===== src/rtl/fetch_sequencer_pkg.sv =====
// Shared definitions for the fetch stage: state encoding, data width,
// reset address default and the NOP presented while nothing is fetched.
package fetch_sequencer_pkg;

   localparam int XLEN       = 32;
   localparam int BOOT_CNT_W = 4;

   localparam logic [XLEN-1:0] RESET_PC_DEFAULT = 32'h0000_0000;
   localparam logic [XLEN-1:0] NOP_INSTR        = 32'h0000_0013;
   localparam logic [XLEN-1:0] WORD_ALIGN_MASK  = 32'hFFFF_FFFC;

   typedef enum logic [1:0] {
      ST_IDLE = 2'd0,
      ST_REQ  = 2'd1,
      ST_WAIT = 2'd2,
      ST_HOLD = 2'd3
   } fetch_state_e;

endpackage


===== src/rtl/fetch_sequencer_if.sv =====
// Bundle of the signals the fetch stage exchanges with imem, decode and EX.
// master is the fetch sequencer itself; slave is everything around it.
interface fetch_sequencer_if;
   import fetch_sequencer_pkg::*;

   logic            stall;
   logic            redirect_valid;
   logic [XLEN-1:0] redirect_addr;

   logic            imem_req;
   logic [XLEN-1:0] imem_addr;
   logic            imem_ready;
   logic            imem_rvalid;
   logic [XLEN-1:0] imem_rdata;

   logic            if_valid;
   logic [XLEN-1:0] if_pc;
   logic [XLEN-1:0] if_instr;
   logic            flush_if;

   modport master (
      input  stall, redirect_valid, redirect_addr,
      input  imem_ready, imem_rvalid, imem_rdata,
      output imem_req, imem_addr,
      output if_valid, if_pc, if_instr, flush_if
   );

   modport slave (
      output stall, redirect_valid, redirect_addr,
      output imem_ready, imem_rvalid, imem_rdata,
      input  imem_req, imem_addr,
      input  if_valid, if_pc, if_instr, flush_if
   );

endinterface


===== src/rtl/fetch_sequencer_pc_sel.sv =====
// Next program-counter selection. Reset beats a redirect, a redirect beats
// the sequential step after a completed fetch, otherwise the PC holds.
module fetch_pc_sel
   import fetch_sequencer_pkg::*;
#(
   parameter logic [XLEN-1:0] RESET_PC = RESET_PC_DEFAULT
) (
   input  logic            i_reset,
   input  logic            i_redirect_valid,
   input  logic [XLEN-1:0] i_redirect_addr,
   input  logic            i_seq_en,
   input  logic [XLEN-1:0] i_fetch_pc,
   input  logic [XLEN-1:0] i_pc_q,
   output logic [XLEN-1:0] o_pc_next
);

   // Priority mux; redirect targets are forced to word alignment and the
   // sequential step wraps naturally at the top of the address space.
   always_comb begin
      o_pc_next = i_pc_q;
      if (i_reset) begin
         o_pc_next = RESET_PC;
      end else if (i_redirect_valid) begin
         o_pc_next = i_redirect_addr & WORD_ALIGN_MASK;
      end else if (i_seq_en) begin
         o_pc_next = i_fetch_pc + 32'd4;
      end
   end

endmodule


===== src/rtl/fetch_sequencer.sv =====
// Fetch-stage controller: owns the PC, keeps at most one imem request in
// flight, and presents one fetched instruction at a time to decode.
module fetch_sequencer
   import fetch_sequencer_pkg::*;
#(
   parameter logic [XLEN-1:0] RESET_PC   = RESET_PC_DEFAULT,
   parameter int unsigned     BOOT_DELAY = 4
) (
   input  logic              clk,
   input  logic              reset,
   input  logic              i_run_en,
   fetch_sequencer_if.master bus
);

   localparam logic [BOOT_CNT_W-1:0] BOOT_INIT = BOOT_CNT_W'(BOOT_DELAY);

   fetch_state_e          r_state;
   fetch_state_e          w_state_next;
   logic [XLEN-1:0]       r_pc_q;
   logic [XLEN-1:0]       r_fetch_pc;
   logic [BOOT_CNT_W-1:0] r_boot_cnt;
   logic                  r_kill;
   logic                  r_if_valid;
   logic [XLEN-1:0]       r_if_pc;
   logic [XLEN-1:0]       r_if_instr;
   logic                  r_flush_if;

   logic [XLEN-1:0]       w_pc_next;
   logic [BOOT_CNT_W-1:0] w_boot_cnt_next;
   logic                  w_kill_next;
   logic                  w_flush_next;
   logic                  w_accept;
   logic                  w_capture;
   logic                  w_clear_valid;
   logic                  w_consume;

   assign w_consume = r_if_valid & ~bus.stall;

   fetch_pc_sel #(
      .RESET_PC (RESET_PC)
   ) u_pc_sel (
      .i_reset          (reset),
      .i_redirect_valid (bus.redirect_valid),
      .i_redirect_addr  (bus.redirect_addr),
      .i_seq_en         (w_capture),
      .i_fetch_pc       (r_fetch_pc),
      .i_pc_q           (r_pc_q),
      .o_pc_next        (w_pc_next)
   );

   // State register.
   always_ff @(posedge clk) begin
      if (reset) begin
         r_state <= ST_IDLE;
      end else begin
         r_state <= w_state_next;
      end
   end

   // Next-state and control decode; a redirect always wins over stall and
   // marks whatever request is still outstanding as stale via kill.
   always_comb begin
      w_state_next    = r_state;
      w_boot_cnt_next = r_boot_cnt;
      w_kill_next     = r_kill;
      w_flush_next    = 1'b0;
      w_accept        = 1'b0;
      w_capture       = 1'b0;
      w_clear_valid   = 1'b0;
      case (r_state)
         ST_IDLE: begin
            if (i_run_en) begin
               if (r_boot_cnt == '0) begin
                  w_state_next = ST_REQ;
               end else begin
                  w_boot_cnt_next = r_boot_cnt - 1'b1;
               end
            end
         end
         ST_REQ: begin
            if (!i_run_en) begin
               w_state_next = ST_IDLE;
            end else if (bus.imem_ready) begin
               w_accept     = 1'b1;
               w_state_next = ST_WAIT;
               if (bus.redirect_valid) begin
                  w_kill_next  = 1'b1;
                  w_flush_next = 1'b1;
               end
            end
         end
         ST_WAIT: begin
            if (bus.redirect_valid) begin
               w_flush_next = 1'b1;
               if (bus.imem_rvalid) begin
                  w_kill_next  = 1'b0;
                  w_state_next = ST_REQ;
               end else begin
                  w_kill_next = 1'b1;
               end
            end else if (bus.imem_rvalid) begin
               w_state_next = r_kill ? ST_REQ : ST_HOLD;
               w_kill_next  = 1'b0;
               w_capture    = ~r_kill;
            end
         end
         ST_HOLD: begin
            if (bus.redirect_valid) begin
               w_clear_valid = 1'b1;
               w_flush_next  = 1'b1;
               w_state_next  = ST_REQ;
            end else if (w_consume) begin
               w_clear_valid = 1'b1;
               w_state_next  = ST_REQ;
            end
         end
         default: begin
            w_state_next = ST_IDLE;
         end
      endcase
   end

   // Program counter; its reset value comes through the selection mux.
   always_ff @(posedge clk) begin
      r_pc_q <= w_pc_next;
   end

   // Fetch bookkeeping and the instruction register presented to decode.
   always_ff @(posedge clk) begin
      if (reset) begin
         r_boot_cnt <= BOOT_INIT;
         r_kill     <= 1'b0;
         r_fetch_pc <= RESET_PC;
         r_if_valid <= 1'b0;
         r_if_pc    <= '0;
         r_if_instr <= NOP_INSTR;
         r_flush_if <= 1'b0;
      end else begin
         r_boot_cnt <= w_boot_cnt_next;
         r_kill     <= w_kill_next;
         r_flush_if <= w_flush_next;
         if (w_accept) begin
            r_fetch_pc <= r_pc_q;
         end
         if (w_capture) begin
            r_if_valid <= 1'b1;
            r_if_pc    <= r_fetch_pc;
            r_if_instr <= bus.imem_rdata;
         end else if (w_clear_valid) begin
            r_if_valid <= 1'b0;
         end
      end
   end

   assign bus.imem_req  = (r_state == ST_REQ) & i_run_en;
   assign bus.imem_addr = r_pc_q;
   assign bus.if_valid  = r_if_valid;
   assign bus.if_pc     = r_if_pc;
   assign bus.if_instr  = r_if_instr;
   assign bus.flush_if  = r_flush_if;

endmodule


===== src/flat_wrapper.sv =====
// flat-port wrapper written by rule: the top's interface ports become plain ports
module fetch_sequencer_flat import fetch_sequencer_pkg::*;
#(
   parameter logic [XLEN-1:0] RESET_PC   = RESET_PC_DEFAULT,
   parameter int unsigned     BOOT_DELAY = 4
)
  (clk, reset, i_run_en, bus_stall, bus_redirect_valid, bus_redirect_addr, bus_imem_ready, bus_imem_rvalid, bus_imem_rdata, bus_imem_req, bus_imem_addr, bus_if_valid, bus_if_pc, bus_if_instr, bus_flush_if);
  fetch_sequencer_if bus_i ();
  input  logic clk;
  input  logic reset;
  input  logic i_run_en;
  input wire logic [$bits(bus_i.stall)-1:0] bus_stall;
  input wire logic [$bits(bus_i.redirect_valid)-1:0] bus_redirect_valid;
  input wire logic [$bits(bus_i.redirect_addr)-1:0] bus_redirect_addr;
  input wire logic [$bits(bus_i.imem_ready)-1:0] bus_imem_ready;
  input wire logic [$bits(bus_i.imem_rvalid)-1:0] bus_imem_rvalid;
  input wire logic [$bits(bus_i.imem_rdata)-1:0] bus_imem_rdata;
  output wire logic [$bits(bus_i.imem_req)-1:0] bus_imem_req;
  output wire logic [$bits(bus_i.imem_addr)-1:0] bus_imem_addr;
  output wire logic [$bits(bus_i.if_valid)-1:0] bus_if_valid;
  output wire logic [$bits(bus_i.if_pc)-1:0] bus_if_pc;
  output wire logic [$bits(bus_i.if_instr)-1:0] bus_if_instr;
  output wire logic [$bits(bus_i.flush_if)-1:0] bus_flush_if;
  assign bus_i.stall = bus_stall;
  assign bus_i.redirect_valid = bus_redirect_valid;
  assign bus_i.redirect_addr = bus_redirect_addr;
  assign bus_i.imem_ready = bus_imem_ready;
  assign bus_i.imem_rvalid = bus_imem_rvalid;
  assign bus_i.imem_rdata = bus_imem_rdata;
  assign bus_imem_req = bus_i.imem_req;
  assign bus_imem_addr = bus_i.imem_addr;
  assign bus_if_valid = bus_i.if_valid;
  assign bus_if_pc = bus_i.if_pc;
  assign bus_if_instr = bus_i.if_instr;
  assign bus_flush_if = bus_i.flush_if;
  fetch_sequencer #(.RESET_PC(RESET_PC), .BOOT_DELAY(BOOT_DELAY)) u_core (.clk(clk), .reset(reset), .i_run_en(i_run_en), .bus(bus_i));
endmodule

===== config.mk =====
export PLATFORM = sky130hd
export DESIGN_NAME = fetch_sequencer_flat
export DESIGN_NICKNAME = d
export VERILOG_FILES = /design/src/rtl/fetch_sequencer_pkg.sv /design/src/rtl/fetch_sequencer_if.sv /design/src/rtl/fetch_sequencer_pc_sel.sv /design/src/rtl/fetch_sequencer.sv /design/src/flat_wrapper.sv
export SDC_FILE = /design/constraint.sdc
export NUM_CORES = 1
export LEC_CHECK = 0
export CAP_MARGIN = 20
export CORE_UTILIZATION = 30
export DETAILED_ROUTE_END_ITERATION = 16
export PLACE_DENSITY = 0.63
export SLEW_MARGIN = 20
export SYNTH_ARGS = -nofsm -noshare
export SYNTH_HDL_FRONTEND = slang
export SYNTH_SLANG_ARGS = --single-unit

===== constraint.sdc =====
create_clock -name clk -period 3.23 [get_ports clk]
set_input_delay 0.646 -clock clk [delete_from_list [all_inputs] [get_ports clk]]
set_output_delay 0.646 -clock clk [all_outputs]
set_load 0.01 [all_outputs]

==> impl_results.md <==
- Count of nets after finishing: between 900 and 1k
- Critical Path Fanout Max: 5
- Die area: 19880 µm²
- Fraction of layout cells with a size suffix above 1: 0.05686
- Number of vias per cell: around 4.7
- Filler instances: 1884
- P&R area growth vs syn: 43.54%
- Final Util: 0.4419
- Arrival time worst endpoint: roughly 1.9 ns
- Number of I/O pins: 170
- Post_cts resized: 0
- VDD IR-drop max: 339.4 µV
- RD Place Congestion: 0.7515
- Mapped Area: 5797 µm²
- Clock Path Buffers: 2
- P per Cell Area: 524.2 nW/µm²
- Worst flop-to-flop path endpoint: u_core.bus.imem_addr[30]
- Vias in the first global route: 5008
- Routed WL: 16510 µm
- Worst-path clk slew: 0.06 ns
- Reg2reg setup slack: 0.88 ns
- Worst setup startpoint: i_run_en
- TritonCTS Sinks: 137
- CP Launch Type: input port
- Ant diodes: 0
- Setup TNS Final: 0 ns
- Status: finished clean
- Starting Density: 0.3078
- DP HPWL: 10620 µm
- Starting DRT DRC Count: 248
- Critical R2R Launch: u_core.r_fetch_pc[2]
- Synth cell types: 48
- Crit path required time: roughly 2.6 ns
- Core area: 18830 µm²
- Synthesized instance count: ~740
- Hold Violations, Final: 0
- Syn Nets: 823
- CTS tree: done
- Number of port buffers: 167
- Synth Register Bits: 137
- Reg area: 2743 µm²
- Most common cell after layout, fill and taps aside: nand2_1
- Total power: 4.362 mW
- Hold crit path type: register to register
- RSZ-0062 raised after global routing: false
- Async S/R FF share, synth: 0
- Maxcap violations: 0
- Clock Latency Late Sink: about 0.42 ns
- Multi-input gate area: around 2800 µm²
- Setup ws final: 0.6625 ns
- Yosys warning count: 0
- Leakage: ~2.8 nW
- GR Overflow Total: 0
- Relative slew slack: 0.4539
- Setup violators final: 0
- Total GRT Usage: 0.1686
- DIE HEIGHT: 141.0 µm
- Crit path capture type: primary output
- CP endpoint: bus_imem_req
- Via count: 5454
- Final ANT Viol Nets: 0
- DIE WIDTH: around 140 µm
- Pre-CTS setup slack: 0.5980 ns
- Syn_area_per_cell: 7.791 µm²
- Most used DFF post-synth: dfxtp_1
- First-pass GRT wire length: 26310 µm
- Largest net degree at the start of global routing: 95
- Most frequent cells in the layout: nand2_1 (225), clkdlybuf4s50_1 (165), dfxtp_1 (137)
- Max-slew violation count: 0
- Pre-antenna DRT Iters: 5
- Sequential share of the synthesized area: 0.4731
- CTS Hold Bufs: 0
- Final Cycle Share: 0.7949
- Htree depth: 4
- Final Skew: around 0.0078 ns
- Start point of the worst hold path: u_core.bus.if_instr[30]
- Final min period: ~2.6 ns
- # rows: 50
- Critical path class: input port to primary output
- DR WL/cell: 14.27 µm
- Fmax: 389.5 MHz
- Root buf cell: clkbuf_16
- Clock buffer count from CTS: 17
- Worst-margin pin slew: 0.8116 ns
- Post-synth EDFFs: 0
- # Post-CTS Setup Buffers: 0
- Residual DRC: 0
- Initial antenna violation count: 1
- Worst R2R Path Depth: 6
[critical path, stage by stage]
cell	delay (ns)
clkdlybuf4s50_1	0.55
nand2_1	0.09
inv_1	0.10
clkdlybuf4s50_1	0.54
[per-stage QoR]
step	hold WS, ns	cells	cell area, µm²
floorplan	0.4366	744	5797
global placement	0.4417	1125	7652
detailed placement	0.4459	1125	7652
CTS	0.4542	1157	8320
global route	0.4705	1157	8320
finish	0.4504	1157	8320
[per-layer routing]
layer / GRT usage / vias to the layer above / wire (µm)
li1: - / 2786 / -
met1: 0.2146 / 2516 / 7744
met2: 0.2739 / 140 / 7584
met3: 0.05333 / 12 / 1027
met4: 0.04577 / 0 / 153
met5: 0 / - / 0
[layout make-up]
cell class                      instances  share of cell area
Multi-Input combinational cell        540              0.3314
Timing Repair Buffer                  176              0.2141
Clock inverter                         11             0.02617
Sequential cell                       137              0.3296
Tap cell                              260             0.03910
Inverter                               12            0.005414
Clock buffer                           21             0.05414
[flip-flops by register name (all words and copies together) (netlist names)]
| signal | count |
|---|---|
| u_core.bus.flush_if | 1 |
| u_core.bus.if_pc | 32 |
| u_core.bus.if_valid | 1 |
| u_core.r_kill | 1 |
| u_core.bus.imem_addr | 32 |
| u_core.r_state | 2 |
| u_core.r_boot_cnt | 4 |
| u_core.r_fetch_pc | 32 |
| u_core.bus.if_instr | 32 |
[how the worst min path moves through the flow]
stage | to | slack, ns | cells past startpoint
2_1_floorplan | u_core.r_fetch_pc[0] | 0.44 | 2
3_3_place_gp | u_core.bus.if_pc[26] | 0.44 | 2
3_5_place_dp | u_core.bus.if_pc[26] | 0.45 | 2
4_1_cts | u_core.bus.if_pc[26] | 0.45 | 2
5_1_grt | u_core.bus.if_pc[11] | 0.47 | 2
6_report | u_core.bus.if_instr[30] | 0.45 | 2
[cells in the mapped netlist (all sizes together) (2+ instances only)]
cell | count | area [µm²]
a211oi | 4 | 30.03
a21boi | 4 | 30.03
a21oi | 132 | 660.6
a221oi | 6 | 52.55
a22oi | 8 | 60.06
and3 | 5 | 31.28
and4 | 3 | 26.28
buf | 12 | 85.07
clkbuf | 42 | 161.4
dfxtp | 137 | 2743
ha | 8 | 100.1
inv | 12 | 45.04
nand2 | 226 | 848.3
nand2b | 2 | 12.51
nand3 | 13 | 70.07
nand3b | 4 | 30.03
nand4 | 7 | 65.06
nor2 | 34 | 130.1
nor3 | 7 | 35.03
nor3b | 8 | 60.06
nor4 | 9 | 62.56
o21a | 4 | 30.03
o21ai | 14 | 70.07
o22ai | 7 | 43.79
o31a | 4 | 35.03
or2 | 2 | 12.51
or4 | 2 | 22.52
xnor2 | 11 | 96.34
xor2 | 8 | 70.07
[cell families after synthesis]
family | Yosys count | synth area share
simple gates | 325 | 0.2463
compound gates | 187 | 0.1804
flops | 137 | 0.4731
buf+inv | 67 | 0.05245
xor+xnor | 19 | 0.02871
fa+ha+maj | 8 | 0.01727
mux | 1 | 0.001727
[power breakdown]
group          internal (mW)  switching, mW  total, mW
clock network           1.47          0.742       2.21
registers               1.74         0.0499       1.79
logic                  0.190          0.168      0.358
total                   3.40          0.959       4.36
Power figures use the tool's default switching activity.
